### config.mk
export PLATFORM = sky130hd
export DESIGN_NAME = sequential_signed_divider
export DESIGN_NICKNAME = d
export VERILOG_FILES = /design/src/rtl/sequential_signed_divider.sv
export SDC_FILE = /design/constraint.sdc
export NUM_CORES = 1
export LEC_CHECK = 0
export BUFFER_PORTS_ARGS = -buffer_cell sky130_fd_sc_hd__buf_2
export CELL_PAD_IN_SITES_DETAIL_PLACEMENT = 1
export CELL_PAD_IN_SITES_GLOBAL_PLACEMENT = 1
export CORE_MARGIN = 3
export CORE_UTILIZATION = 44
export DETAILED_ROUTE_END_ITERATION = 6
export GPL_TIMING_DRIVEN = 0
export PLACE_DENSITY = 0.78
export SLEW_MARGIN = 20
export SYNTH_ARGS = -nofsm -noshare
export SYNTH_HDL_FRONTEND = slang
export SYNTH_SLANG_ARGS = --single-unit
### constraint.sdc
create_clock -name clk -period 2.8 [get_ports clk]
set_input_delay 0.56 -clock clk [delete_from_list [all_inputs] [get_ports clk]]
set_output_delay 0.56 -clock clk [all_outputs]
set_load 0.02 [all_outputs]
### src/rtl/sequential_signed_divider.sv
// -----------------------------------------------------------------------------
// sequential_signed_divider
//
// Multi-cycle signed integer divider. It converts both operands to
// sign-magnitude form, runs a restoring division that produces one quotient bit
// per clock, and then puts the signs back. Quotient and remainder follow
// C semantics: the quotient truncates toward zero and the remainder takes the
// sign of the dividend.
//
// Parameters:
//   DIVIDEND_W  dividend width; also the magnitude width and the iteration count
//   DIVISOR_W   divisor width; also the quotient and remainder width
//
// Ports:
//   clk          in   clock; all state changes on the rising edge
//   rst          in   synchronous active-high reset; aborts any operation
//   start        in   request; sampled only while idle
//   dividend     in   signed dividend, captured when start is accepted
//   divisor      in   signed divisor, captured when start is accepted
//   busy         out  high from the edge after accept until done is raised
//   done         out  one-cycle pulse; the result outputs are valid
//   quotient     out  signed quotient, held until the next result
//   remainder    out  signed remainder, held until the next result
//   overflow     out  true quotient does not fit in DIVISOR_W signed bits
//   div_by_zero  out  divisor was zero (quotient/remainder forced to 0)
//
// Optional feature (macro DIV_SATURATE_EN):
//   defined   - an overflowing quotient saturates to +max / -min
//   undefined - an overflowing quotient is the low DIVISOR_W bits of the
//               signed truncated quotient
//   overflow is flagged in both builds, and the remainder is never affected.
// -----------------------------------------------------------------------------
module sequential_signed_divider #(
  parameter int DIVIDEND_W = 16,
  parameter int DIVISOR_W  = 8
) (
  input  logic                  clk,
  input  logic                  rst,
  input  logic                  start,
  input  logic [DIVIDEND_W-1:0] dividend,
  input  logic [DIVISOR_W-1:0]  divisor,
  output logic                  busy,
  output logic                  done,
  output logic [DIVISOR_W-1:0]  quotient,
  output logic [DIVISOR_W-1:0]  remainder,
  output logic                  overflow,
  output logic                  div_by_zero
);

  localparam int CNT_W = $clog2(DIVIDEND_W);

  // These are the limits on the quotient magnitude for each result sign.
  localparam logic [DIVIDEND_W-1:0] Q_POS_LIM = DIVIDEND_W'((1 << (DIVISOR_W - 1)) - 1);
  localparam logic [DIVIDEND_W-1:0] Q_NEG_LIM = DIVIDEND_W'(1 << (DIVISOR_W - 1));
  localparam logic [DIVISOR_W-1:0]  SAT_POS   = {1'b0, {(DIVISOR_W - 1){1'b1}}};
  localparam logic [DIVISOR_W-1:0]  SAT_NEG   = {1'b1, {(DIVISOR_W - 1){1'b0}}};

  typedef enum logic [1:0] {
    S_IDLE,
    S_DIVIDE,
    S_SIGN
  } state_t;

  state_t                 state_q, state_d;
  logic                   qneg_q, qneg_d;      // quotient is negative
  logic                   rneg_q, rneg_d;      // remainder is negative
  logic                   dbz_q, dbz_d;        // captured divisor was zero
  logic                   pad_q, pad_d;        // divide-by-zero settle cycle used
  logic [DIVIDEND_W-1:0]  dvd_q, dvd_d;        // dividend magnitude, shifted MSB first
  logic [DIVISOR_W-1:0]   dsr_q, dsr_d;        // divisor magnitude (128 fits unsigned)
  logic [DIVISOR_W:0]     prem_q, prem_d;      // partial remainder
  logic [DIVIDEND_W-1:0]  qmag_q, qmag_d;      // quotient magnitude
  logic [CNT_W-1:0]       count_q, count_d;
  logic                   busy_q, busy_d;
  logic                   done_q, done_d;
  logic [DIVISOR_W-1:0]   quot_q, quot_d;
  logic [DIVISOR_W-1:0]   rem_q, rem_d;
  logic                   ovf_q, ovf_d;
  logic                   dbzo_q, dbzo_d;

  // ---------------------------------------------------------------------------
  // Restoring-division step. The trial value is one bit wider than the
  // partial remainder, so the compare sees the true shifted value.
  // ---------------------------------------------------------------------------
  logic [DIVISOR_W+1:0] trial_w;
  logic [DIVISOR_W+1:0] dsr_ext_w;
  logic                 take_w;

  assign trial_w   = {prem_q, dvd_q[DIVIDEND_W-1]};
  assign dsr_ext_w = {2'b00, dsr_q};
  assign take_w    = (trial_w >= dsr_ext_w);

  // ---------------------------------------------------------------------------
  // Sign application. The low bits of a two's-complement negation depend only
  // on the low bits of the operand. So the truncated signed quotient can be
  // built from the low DIVISOR_W bits of the magnitude alone.
  // ---------------------------------------------------------------------------
  logic [DIVISOR_W-1:0] qlow_w;
  logic [DIVISOR_W-1:0] q_trunc_w;
  logic [DIVISOR_W-1:0] q_out_w;
  logic                 q_ovf_w;
  logic [DIVISOR_W-1:0] rmag_w;
  logic [DIVISOR_W-1:0] r_out_w;

  assign qlow_w    = qmag_q[DIVISOR_W-1:0];
  assign q_trunc_w = qneg_q ? (DIVISOR_W'(0) - qlow_w) : qlow_w;
  assign q_ovf_w   = qneg_q ? (qmag_q > Q_NEG_LIM) : (qmag_q > Q_POS_LIM);
  assign rmag_w    = prem_q[DIVISOR_W-1:0];
  assign r_out_w   = rneg_q ? (DIVISOR_W'(0) - rmag_w) : rmag_w;

`ifdef DIV_SATURATE_EN
  assign q_out_w = q_ovf_w ? (qneg_q ? SAT_NEG : SAT_POS) : q_trunc_w;
`else
  assign q_out_w = q_trunc_w;
`endif

  // ---------------------------------------------------------------------------
  // Next-state and datapath logic
  // ---------------------------------------------------------------------------
  always_comb begin
    state_d = state_q;
    qneg_d  = qneg_q;
    rneg_d  = rneg_q;
    dbz_d   = dbz_q;
    pad_d   = pad_q;
    dvd_d   = dvd_q;
    dsr_d   = dsr_q;
    prem_d  = prem_q;
    qmag_d  = qmag_q;
    count_d = count_q;
    busy_d  = busy_q;
    done_d  = 1'b0;
    quot_d  = quot_q;
    rem_d   = rem_q;
    ovf_d   = ovf_q;
    dbzo_d  = dbzo_q;

    case (state_q)
      S_IDLE: begin
        if (start) begin
          qneg_d  = dividend[DIVIDEND_W-1] ^ divisor[DIVISOR_W-1];
          rneg_d  = dividend[DIVIDEND_W-1];
          dvd_d   = dividend[DIVIDEND_W-1] ? (DIVIDEND_W'(0) - dividend) : dividend;
          dsr_d   = divisor[DIVISOR_W-1] ? (DIVISOR_W'(0) - divisor) : divisor;
          prem_d  = '0;
          qmag_d  = '0;
          count_d = '0;
          pad_d   = 1'b0;
          busy_d  = 1'b1;
          dbz_d   = (divisor == '0);
          state_d = (divisor == '0) ? S_SIGN : S_DIVIDE;
        end
      end

      S_DIVIDE: begin
        prem_d  = take_w ? (DIVISOR_W+1)'(trial_w - dsr_ext_w) : trial_w[DIVISOR_W:0];
        qmag_d  = {qmag_q[DIVIDEND_W-2:0], take_w};
        dvd_d   = {dvd_q[DIVIDEND_W-2:0], 1'b0};
        count_d = count_q + CNT_W'(1);
        if (count_q == CNT_W'(DIVIDEND_W - 1)) begin
          state_d = S_SIGN;
        end
      end

      S_SIGN: begin
        // A divide by zero spends one extra cycle here. This gives it a fixed
        // two-edge turnaround from accept to done.
        if (dbz_q && !pad_q) begin
          pad_d = 1'b1;
        end else begin
          if (dbz_q) begin
            quot_d = '0;
            rem_d  = '0;
            ovf_d  = 1'b0;
          end else begin
            quot_d = q_out_w;
            rem_d  = r_out_w;
            ovf_d  = q_ovf_w;
          end
          dbzo_d  = dbz_q;
          busy_d  = 1'b0;
          done_d  = 1'b1;
          state_d = S_IDLE;
        end
      end

      default: begin
        state_d = S_IDLE;
        busy_d  = 1'b0;
      end
    endcase
  end

  always_ff @(posedge clk) begin
    if (rst) begin
      state_q <= S_IDLE;
      qneg_q  <= 1'b0;
      rneg_q  <= 1'b0;
      dbz_q   <= 1'b0;
      pad_q   <= 1'b0;
      dvd_q   <= '0;
      dsr_q   <= '0;
      prem_q  <= '0;
      qmag_q  <= '0;
      count_q <= '0;
      busy_q  <= 1'b0;
      done_q  <= 1'b0;
      quot_q  <= '0;
      rem_q   <= '0;
      ovf_q   <= 1'b0;
      dbzo_q  <= 1'b0;
    end else begin
      state_q <= state_d;
      qneg_q  <= qneg_d;
      rneg_q  <= rneg_d;
      dbz_q   <= dbz_d;
      pad_q   <= pad_d;
      dvd_q   <= dvd_d;
      dsr_q   <= dsr_d;
      prem_q  <= prem_d;
      qmag_q  <= qmag_d;
      count_q <= count_d;
      busy_q  <= busy_d;
      done_q  <= done_d;
      quot_q  <= quot_d;
      rem_q   <= rem_d;
      ovf_q   <= ovf_d;
      dbzo_q  <= dbzo_d;
    end
  end

  assign busy        = busy_q;
  assign done        = done_q;
  assign quotient    = quot_q;
  assign remainder   = rem_q;
  assign overflow    = ovf_q;
  assign div_by_zero = dbzo_q;

endmodule

Word-level counts from Yosys, hierarchy flattened:

Cells that the tools add are included.
Widths: inputs -> output; s select.

* bits in registers: 79
* input port bits: 27
* logic and storage cells: 78

* $add $sub $neg: 6
* order comparisons: 3
* equal/unequal tests: 7
* mux-type cells: 29
* bitwise operators: 4
* reduce and logical (&&, ||, !) cells: 13

Operators by type and width (number)
* $pmux 16 s2: 2
* $mux 16: 3
* $mux 8: 5
* $sub 1x8->8 const A: 3
* $mux 9: 2
* $pmux 9 s2: 1
* $gt 16x7->1 const B: 1
* $gt 16x8->1 const B: 1
* $sub 1x16->16 const A: 1
* $ge 10x8->1: 1
* $reduce_and 3->1: 3
* $sub 9x8->9: 1
* $logic_not 8->1: 1
* $mux 2: 4
* $ne 2x2->1 const B: 4
* $pmux 4 s2: 1
* $mux 1: 7
* $pmux 2 s3: 1
* $reduce_and 2->1: 3
* $add 4x1->4 const B: 1
* $eq 4x4->1 const B: 1
* $mux 4: 1
* $reduce_bool 2->1: 2
* $not 1->1: 3
* other kinds (9): 9

Logic depth before layout (Yosys ltp):

* depth in word-level cells: 4
* gate-level depth with buffers: 10

Worst setup path after synthesis:

No wires, ideal clock.

* kind: in2reg
* from: input port dividend[1]
* to: register dvd_q[13]
* library setup time: 0.114 ns
* arrival time: 2.261 ns
* data required time: 2.686 ns
* slack: 0.425 ns
* stages: 5
* path buffers: 0
* cells stage by stage: or3_2 or4_4 o31ai_1 xor2_1 a2111oi_0

* word-level cells in the longest chain between the ends: 4

Ends and longest elaborated chain
* start: declaration: RTL line 40 `input logic [DIVIDEND_W-1:0] dividend,`
* $sub 1x16->16: RTL line 143 `dvd_d = dividend[DIVIDEND_W-1] ? (DIVIDEND_W'(0) - dividend) : dividend;`
* $mux 16: RTL line 143
* $mux 16: RTL line 140 `if (start) begin`
* $pmux 16 s2: RTL line 138 `case (state_q)`
* end signal: assignment: RTL line 218 `dvd_q <= dvd_d;`
* end: declaration: RTL line 69 `logic [DIVIDEND_W-1:0] dvd_q, dvd_d;`

No other way between the ends. The select of a mux whose other input is x is not followed.
A chain may end at the register's enable or synchronous reset.

Worst setup path in the final report:

* from: register dsr_q[0]
* to: register prem_q[3]

* word-level cells in the longest chain between the ends: 3
* elaborated cells between the ends (all ways): 4

Ends and longest elaborated chain
* start: declaration: RTL line 70 `logic [DIVISOR_W-1:0] dsr_q, dsr_d;`
* start signal: assignment: RTL line 219 `dsr_q <= dsr_d;`
* $sub 9x8->9 / $ge 10x8->1 (equally long branches): RTL line 156, 91
* $mux 9 *: RTL line 156 `prem_d = take_w ? (DIVISOR_W+1)'(trial_w - dsr_ext_w) : trial_w[DIVISOR_W:0];`
* $pmux 9 s2 *: RTL line 138
* end signal: assignment: RTL line 220 `prem_q <= prem_d;`
* end: declaration: RTL line 71 `logic [DIVISOR_W:0] prem_q, prem_d;`

Mark *: on every way between the ends. The rest lies on a longest branch, timed or not.

==> impl_metrics.toml <==
[outcome]
status = "completed"

[setup_path]
critPathCaptureType = "register"
arrival_ns = 2.73
critPathKind = "reg -> reg"
crit_path_start_kind = "register"
required_ns = 3.02
r2r_setup_slack_ns = 0.29
r2r_start = "dsr_q[0]"
reg2reg_to = "prem_q[3]"
crit_fanout = 10
reg2reg_depth = 9

[timing]
setup_viol = 0
relSlewSlack_pct = 54.58
rsz0062_at_grt = "no"
tightest_slew_ns = 0.6751
finalCritPeriodShare_pct = 89.47
setup_tns_ns = 0
fmax_mhz = 399.2
fin_skew_ns = 0.01181
maxSlewViolCount = 0
min_period_ns = 2.505
hold_violations = 0

[cells_and_area]
antenna_cells = 0
drive_gt1_share_pct = 14.42
synthToLayoutAreaGrowth_pct = 14.84
stdcell_area_um2 = 4687
fin_util_pct = 52.97
layout.nets = 577

[power]
leakage_nw = 1.848
intPower_mw = 2.078
clockPowerShare_pct = 34.9
power.switching_mw = 0.9384
pwr-share-seq_pct = 41.1
peakVddDrop_mv = 0.3019
powerDensity_nw_per_um2 = 643.6
pwr-share-comb_pct = 24.0
switching_share_pct = 31.11

[yosys]
synth_area_um2 = 4081
synthesis.nets = 522
yosysMostFrequentCell = "dfxtp_1"
synth_ff_type = "dfxtp_1"
netlist_instances = 481
syn_avg_cell_area_um2 = 8.485
synth_top_cell_area_share_pct = 38.75
synth_area_leader_cell = "dfxtp_1"
synth_top_cells_by_area = "dfxtp_1 (39%), nor2_1 (7.1%), a22oi_1 (7.0%)"
synth_warnings = 0
async_flop_share_pct = 0
synth-seq-cells = 79
yosys-top-cells-count = "dfxtp_1 (79), nor2_1 (77), a22oi_1 (38)"
synth_edf_count = 0
yosysUniqueCellTypes = 53
seq_area_frac_synth_pct = 38.75

[floorplan]
initial_core_util_pct = 46.13
fp.dieW_um = 102.3
core_area_um2 = 8848
io_pins = 47
die_area_um2 = 10470
die_h_um = 102.3
std_cell_rows = 34

[run]
cap_violations = 0

[hold_path]
min_from = "div_by_zero"
min_delay_path_depth = 2
hold_end = "div_by_zero"
hold_path.class = "reg -> reg"

[drt]
viasPerCell = 5.703
drt_first_pass_iters = 4
post_drt_wl_per_cell_um = 16.87
vias = 3701
drt_drc_violations_left = 0
drtIter0Drc = 93
postRouteAntennaNets = 0
wl_um = 10950

[global_route]
grt_pass1_wl_um = 17970
grt_pass1_vias = 3722
grt_use_met3_pct = 4.983
grt_use_total_pct = 21.78
globalRoute.totalOverflow = 0
antenna_found_initial = 0
grt_util_met1_pct = 27.70
grt_use_met2_pct = 37.78
busiest_layer = "met2"
grt_max_degree = 15

[place]
portBuffers = 44
gp_congestion = 0.8659
hpwl_um = 8251
placed_cell_area_um2 = 4437

[clock_tree]
cts.sink_count = 79
cts_htree_levels = 3
clock_latency_ns = 0.35
cts_buffers = 9
cts_tree = "built"
cts_root_buf = "clkbuf_8"
clockBufferDepth = 2
clkTransAtPathRegs_ns = 0.09
cts_hold_buffers = 0
-- cell families (layout without fill, tap and decap cells) --
| group | count (synthesis) | in the layout | share of synthesized area, % |
|---|---|---|---|
| buf+inv | 54 | 114 | 5.641 |
| mux | 8 | 8 | 1.993 |
| fa+ha+maj | 14 | 14 | 4.476 |
| xor+xnor | 34 | 34 | 7.296 |
| compound gates | 134 | 134 | 23.57 |
| simple gates | 158 | 158 | 18.27 |
| flops | 79 | 79 | 38.75 |
-- metal layers --
metal | vias up | share of wire (%)
met5 | - | 0
met4 | 0 | 1.0
met3 | 10 | 3.7
met2 | 65 | 49
met1 | 1776 | 47
li1 | 1850 | -
-- cell usage in the layout (no fill, tap or decap), drive strengths merged, types with 7 or more instances in the layout --
cell	Yosys	layout
nand2	27	27
a21oi	16	16
mux2i	7	7
inv	22	24
dfxtp	79	79
a22oi	38	38
a222oi	7	7
nand3	8	8
nand2b	12	12
xor2	13	13
o21ai	24	24
a211oi	9	9
buf	7	51
or4	7	7
clkbuf	25	35
xnor2	21	21
ha	13	13
nor2	77	77
o31ai	9	9
-- registers in the layout, summed over array words and instances, names as in the netlist --
signal	flops
done	1
qneg_q	1
dsr_q	8
pad_q	1
overflow	1
prem_q	9
busy	1
dbz_q	1
dvd_q	16
rneg_q	1
div_by_zero	1
remainder	8
state_q	2
count_q	4
quotient	8
qmag_q	16
-- critical path, stage by stage, from the launching register on --
cell,delay [ns]
dfxtp_1,0.38
ha_1,0.17
inv_1,0.05
fa_1,0.42
nand3_1,0.17
a31oi_1,0.12
nor4_2,0.41
buf_2,0.35
mux2i_1,0.21
o21ai_0,0.09
-- through the flow --
| stage | instances | hold slack, ns | total power [mW] | setup slack [ns] |
|---|---|---|---|---|
| after global placement | 633 | 0.4437 | 1.950 | 0.1394 |
| after floorplan | 481 | 0.4319 | 1.781 | 0.4250 |
| after global routing | 649 | 0.4681 | 3.177 | 0.06482 |
| after detailed placement | 633 | 0.4696 | 1.980 | 0.1013 |
| final | 649 | 0.4730 | 3.016 | 0.2949 |
| after CTS | 649 | 0.4643 | 3.022 | 0.04397 |
-- cell type report --
cell class              instances  area (um^2)
fillers                      1085         4161
multi-input cells             348         2276
flip-flops and latches         79         1582
repair buffers                 44        220.2
plain buffers                  32        147.6
well taps                     108        135.1
clock buffers                  10        127.6
clock inverters                 6        116.4
inverters                      22        82.58
-- how the worst max path moves through the flow --
stage | end | startpoint | slack (ns) | cells past startpoint
after global routing | prem_q[2] | prem_q[4] | 0.06 | 8
after floorplan | dvd_q[13] | dividend[1] | 0.43 | 5
after global placement | prem_q[4] | dvd_q[15] | 0.14 | 10
after detailed placement | prem_q[4] | dvd_q[15] | 0.10 | 10
after CTS | prem_q[3] | dsr_q[0] | 0.04 | 9
final | prem_q[3] | dsr_q[0] | 0.29 | 9
-- power groups by stage --
stage	clock network [mW]	registers, mW	logic (mW)
floorplan	0	1.25	0.531
global placement	0	1.26	0.689
detailed placement	0	1.27	0.715
CTS	1.06	1.24	0.721
global route	1.12	1.25	0.811
finish	1.05	1.24	0.723
-- timing repair --
item | 4_1_cts | 5_1_grt
gates resized for setup | 0 | 1
setup buffers | 0 | 0
setup endpoints to repair | 0 | 9
No activity file was read; power rests on OpenSTA's default activity.
